<file path="src/rtl/load_store_unit.sv">
// Load/store unit: RV32I data-memory initiator with funct3 width/sign decode,
// sub-word stores via read-modify-write and fault detection at accept time.
module load_store_unit #(
  parameter int XLEN = 32
) (
  input  logic            clk,
  input  logic            rst,
  input  logic            lsu_req_i,
  input  logic            lsu_we_i,
  input  logic [2:0]      lsu_funct3_i,
  input  logic [XLEN-1:0] lsu_addr_i,
  input  logic [XLEN-1:0] lsu_wdata_i,
  output logic            lsu_busy_o,
  output logic            lsu_done_o,
  output logic [XLEN-1:0] lsu_rdata_o,
  output logic            lsu_fault_o,
  output logic [XLEN-1:0] mem_addr_o,
  output logic [XLEN-1:0] mem_wdata_o,
  output logic            mem_we_o,
  input  logic [XLEN-1:0] mem_rdata_i
);

  typedef enum logic [1:0] {IDLE, RD, WR, DONE} state_e;

  state_e          state_q;
  logic            we_q;
  logic [2:0]      funct3_q;
  logic [XLEN-1:0] addr_q;
  logic [XLEN-1:0] wdata_q;
  logic [XLEN-1:0] word_q;
  logic [XLEN-1:0] rdata_q;
  logic            fault_q;

  logic            fault_d;
  logic            illegal_d;
  logic            misalign_d;
  logic [1:0]      off_d;
  logic [7:0]      byte_d;
  logic [15:0]     half_d;
  logic [XLEN-1:0] load_d;
  logic [XLEN-1:0] merge_d;

  // Classify the incoming request: unsupported funct3 or a width-misaligned address
  always_comb begin
    illegal_d  = 1'b0;
    misalign_d = 1'b0;
    if (lsu_we_i) begin
      illegal_d = (lsu_funct3_i > 3'b010);
    end else begin
      illegal_d = (lsu_funct3_i == 3'b011) || (lsu_funct3_i == 3'b110) ||
                  (lsu_funct3_i == 3'b111);
    end
    if (lsu_funct3_i[1:0] == 2'b01) begin
      misalign_d = lsu_addr_i[0];
    end else if (lsu_funct3_i[1:0] == 2'b10) begin
      misalign_d = (lsu_addr_i[1:0] != 2'b00);
    end
    fault_d = illegal_d | misalign_d;
  end

  // Pick the addressed lane out of the word being read and extend it to XLEN
  always_comb begin
    off_d  = addr_q[1:0];
    byte_d = mem_rdata_i[{off_d, 3'b000} +: 8];
    half_d = mem_rdata_i[{off_d[1], 4'b0000} +: 16];
    case (funct3_q)
      3'b000:  load_d = {{(XLEN-8){byte_d[7]}}, byte_d};
      3'b001:  load_d = {{(XLEN-16){half_d[15]}}, half_d};
      3'b100:  load_d = {{(XLEN-8){1'b0}}, byte_d};
      3'b101:  load_d = {{(XLEN-16){1'b0}}, half_d};
      default: load_d = mem_rdata_i;
    endcase
  end

  // Build the write word: sub-word stores keep the untouched lanes of the captured word
  always_comb begin
    merge_d = word_q;
    case (funct3_q[1:0])
      2'b00:   merge_d[{addr_q[1:0], 3'b000} +: 8]  = wdata_q[7:0];
      2'b01:   merge_d[{addr_q[1], 4'b0000} +: 16] = wdata_q[15:0];
      default: merge_d = wdata_q;
    endcase
  end

  // Access sequencer: accept in IDLE, optional read, optional write, one-cycle DONE
  always_ff @(posedge clk or posedge rst) begin
    if (rst) begin
      state_q  <= IDLE;
      we_q     <= 1'b0;
      funct3_q <= 3'b000;
      addr_q   <= '0;
      wdata_q  <= '0;
      word_q   <= '0;
      rdata_q  <= '0;
      fault_q  <= 1'b0;
    end else begin
      case (state_q)
        IDLE: begin
          if (lsu_req_i) begin
            we_q     <= lsu_we_i;
            funct3_q <= lsu_funct3_i;
            addr_q   <= lsu_addr_i;
            wdata_q  <= lsu_wdata_i;
            fault_q  <= fault_d;
            if (fault_d) begin
              rdata_q <= '0;
              state_q <= DONE;
            end else if (lsu_we_i && (lsu_funct3_i[1:0] == 2'b10)) begin
              state_q <= WR;
            end else begin
              state_q <= RD;
            end
          end
        end
        RD: begin
          word_q <= mem_rdata_i;
          if (we_q) begin
            state_q <= WR;
          end else begin
            rdata_q <= load_d;
            state_q <= DONE;
          end
        end
        WR:      state_q <= DONE;
        DONE:    state_q <= IDLE;
        default: state_q <= IDLE;
      endcase
    end
  end

  assign lsu_busy_o  = (state_q != IDLE);
  assign lsu_done_o  = (state_q == DONE);
  assign lsu_fault_o = (state_q == DONE) & fault_q;
  assign lsu_rdata_o = rdata_q;
  assign mem_we_o    = (state_q == WR);
  assign mem_addr_o  = ((state_q == RD) || (state_q == WR)) ? {addr_q[XLEN-1:2], 2'b00} : '0;
  assign mem_wdata_o = (state_q == WR) ? merge_d : '0;

endmodule
</file>
<file path="config.mk">
export PLATFORM = sky130hd
export DESIGN_NAME = load_store_unit
export DESIGN_NICKNAME = d
export VERILOG_FILES = /design/src/rtl/load_store_unit.sv
export SDC_FILE = /design/constraint.sdc
export NUM_CORES = 1
export LEC_CHECK = 0
export ABC_AREA = 1
export CORE_AREA = 5 5 129 131
export CTS_BUF_LIST = sky130_fd_sc_hd__clkbuf_8
export DETAILED_ROUTE_END_ITERATION = 10
export DIE_AREA = 0 0 134 136
export PLACE_DENSITY = 0.8
export SLEW_MARGIN = 15
export SYNTH_ARGS = -nofsm -noshare
export SYNTH_HDL_FRONTEND = slang
export SYNTH_SLANG_ARGS = --single-unit
</file>
<file path="constraint.sdc">
create_clock -name clk -period 4.4 [get_ports clk]
set_input_delay 0.44 -clock clk [delete_from_list [all_inputs] [get_ports clk]]
set_output_delay 0.44 -clock clk [all_outputs]
set_load 0.005 [all_outputs]
</file>
==> metrics.txt, run 1 <==
RePlAce Congestion=0.927; Port Buffer Count=200; Detailed Routing Iterations Pass 1=7; FF-to-FF End=lsu_rdata_o[7]$_DFFE_PP0P_; die area=18,200 um^2; Final Hold Viols=0; maximum buffer depth of the clock tree=2; register area share after synthesis=45.3%; cells along the critical path=inv_1 -> ha_1 -> inv_1 -> nor2_1 -> nand2_1 -> o22ai_1 -> nand2_1 -> a21oi_1 -> clkdlybuf4s50_1; area of the multi-input gates=3430 um^2; Post-Route WL=23,600 um; post-synth cell types=30; Post-DP Area=9490 um^2; Hold WS=0.485 ns; maximum VDD drop=0.417 mV; clock latency at the later pin of the worst-skew pair=0.46 ns; initial core utilization=48.1%; grt total ovfl=0; clock-pin slew on the worst setup and hold paths=0.08 ns; # setup viols final=0; Ys Warns=0; worst-path maximum fanout=14; via/cell ratio=5.64; vias in the first global route=7,085; cells after synthesis=913; fraction of layout cells with a size suffix above 1=11.1%; sequential cell area=3380 um^2; antenna violations before repair=1; Num CTS Buffers=17; Worst-Margin Slew=0.981 ns; slowest CP cell=dfrtp_1; WP data required=3.96 ns; worst clock skew=0.00932 ns; Post-CTS Setup Repair Bufs=0; IO Pins=203; Endpoint, Worst Hold=lsu_rdata_o[26]$_DFFE_PP0P_; Total Routing Usage GR=26.4%; #FFs+latches synth=135; chip height=136 um; f_max=264 MHz; reg-to-reg startpoint=state_q[1]$_DFFE_PP0N_; Final Util=64.3%; kind of critical path=flip-flop to primary output; Avg Cell Area, Syn=8.16 um^2; TritonCTS clock tree=done; CTS Hold Bufs=0; startpoint types=flip-flop; max_cap viols=0; commonest cells after routing, fill and taps aside=259 x nand2_1, 200 x clkdlybuf4s50_1, 135 x dfrtp_1, 92 x inv_1, 77 x o21ai_0; Slew Limit Fails=0; wire length per cell=18.3 um; CTS resizes=0; worst min-delay path startpoint=lsu_rdata_o[26]$_DFFE_PP0P_; final instance area=9960 um^2; CP max stage delay=0.65 ns; Power per Cell Area=746 nW/um^2; Leak=4.59 nW; min cycle time layout=3.79 ns; RSZ-0062 raised after global routing=no; first-pass GRT wire length=37,500 um; largest net degree at the start of global routing=77; synthesized area=7450 um^2; most common cell after layout, fill and taps aside=nand2_1; total vias in the final route=7,256; Reg2Reg Depth=8; worst rel slew slack=34.6%; # H-tree levels=4; First DRT Iteration DRCs=817; crit end category=primary output; Hold Path Depth=2; Diodes inserted=0; chip width=134 um; Placeable Area=15,500 um^2; status=finished clean; Fillers=1,319; Cell Rows=46; Final #Nets=1,195; final setup TNS=0 ns; r2r setup slk=1.37 ns; Hold Path Class=flip-flop to flip-flop; clk sinks=135; HPWL Detailed=17,100 um; number of routed nets with antenna violations=0; root buf cell=clkbuf_8; Layout area overhead=33.7%; drc violations=0; Worst EP arrival=3.35 ns; fin crit share=86.2%
[Yosys cell counts, drive strengths merged]
master	instances	area share, %
a21oi	59	4.2
a22oi	24	2.4
a31oi	1	0.084
buf	36	2.6
clkbuf	21	1.1
clkinv	3	0.15
conb	1	0.050
dfrtp	135	45
ha	10	1.7
inv	98	4.9
mux2	64	9.7
nand2	263	13
nand3	30	2.1
nand3b	1	0.10
nand4	16	1.3
nor2	26	1.4
nor4	1	0.29
o211ai	2	0.20
o21ai	87	5.8
o221ai	8	0.94
o22ai	24	2.0
or2	3	0.25
[report_power, final]
part / switching (W) / total (W) / internal, W
Clock: 0.000532 / 0.00123 / 0.000695
Combinational: 0.00223 / 0.00401 / 0.00178
Sequential: 0.000400 / 0.00219 / 0.00179
[routing by layer]
| layer | global-route usage [%] | wire, um | part of all wire [%] |
|---|---|---|---|
| met4 | 10.1 | 742 | 3.1 |
| met2 | 42.1 | 11200 | 47 |
| met3 | 9.62 | 2750 | 12 |
| met5 | 0 | 7 | 0.030 |
| met1 | 32.8 | 8950 | 38 |
[worst max-delay path: cells and delay by family (launching register included)]
kind                     cells  cell delay, ns
buffers and inverters        3            0.91
flip-flops                   1            0.65
AND/OR/NAND/NOR              3            0.42
AO/OA/AOI/OAI                2            0.49
adder cells (fa/ha/maj)      1            0.41
[flip-flops by register name (all words and copies together), names as in the netlist]
name         flops
word_q          32
wdata_q         32
fault_q          1
funct3_q         3
we_q             1
addr_q          32
lsu_rdata_o     32
state_q          2
[how the worst max path moves through the flow]
stage | start | endpoint | slack (ns) | cells after the start
2_1_floorplan | rst | addr_q[0]$_DFFE_PP0P_ | 0.35 | 1
3_3_place_gp | addr_q[0]$_DFFE_PP0P_ | mem_wdata_o[16] | 1.27 | 9
3_5_place_dp | addr_q[0]$_DFFE_PP0P_ | mem_wdata_o[16] | 1.22 | 9
4_1_cts | addr_q[0]$_DFFE_PP0P_ | mem_wdata_o[14] | 0.66 | 9
5_1_grt | addr_q[0]$_DFFE_PP0P_ | mem_wdata_o[17] | 0.42 | 9
6_report | addr_q[0]$_DFFE_PP0P_ | mem_wdata_o[14] | 0.61 | 9
[cells by family after synthesis]
logic type / share of synthesized area (%)
and+or+nand+nor: 18.8
AOI/OAI and AO/OA: 15.7
buffers and inverters: 8.77
DFF: 45.3
muxes: 9.67
adders and majority gates: 1.68
other: 0.0503
[area by class of cell]
type | instances | area share (%)
repair buffers | 206 | 20.7
inverters | 101 | 3.83
flip-flops and latches | 135 | 33.9
clock buffers | 18 | 2.49
multi-input cells | 621 | 34.4
clock inverters | 14 | 2.24
well taps | 192 | 2.41
[stage by stage]
stage	cells	total power, W	setup WS, ns
after floorplan	914	0.00457	0.349
after global placement	1255	0.00609	1.27
after detailed placement	1255	0.00617	1.22
after CTS	1287	0.00743	0.661
after global routing	1287	0.00800	0.415
final	1287	0.00743	0.607
Power figures use the tool's default switching activity.
==> run 2, diff against run 1 <==
--- a/config.mk
+++ b/config.mk
@@ -6,6 +6,7 @@
 export NUM_CORES = 1
 export LEC_CHECK = 0
 export ABC_AREA = 1
+export CAP_MARGIN = 10
 export CORE_AREA = 5 5 129 131
 export CTS_BUF_LIST = sky130_fd_sc_hd__clkbuf_8
 export DETAILED_ROUTE_END_ITERATION = 10
==> results of run 2 <==
Same layout as run 1: the final DEF is identical, and so are final timing and power.
==> run 3, diff against run 2 <==
--- a/config.mk
+++ b/config.mk
@@ -12,6 +12,7 @@
 export DETAILED_ROUTE_END_ITERATION = 10
 export DIE_AREA = 0 0 134 136
 export PLACE_DENSITY = 0.8
+export SKIP_LAST_GASP = 1
 export SLEW_MARGIN = 15
 export SYNTH_ARGS = -nofsm -noshare
 export SYNTH_HDL_FRONTEND = slang
==> results of run 3 <==
Same layout as run 1: the final DEF is identical, and so are final timing and power.
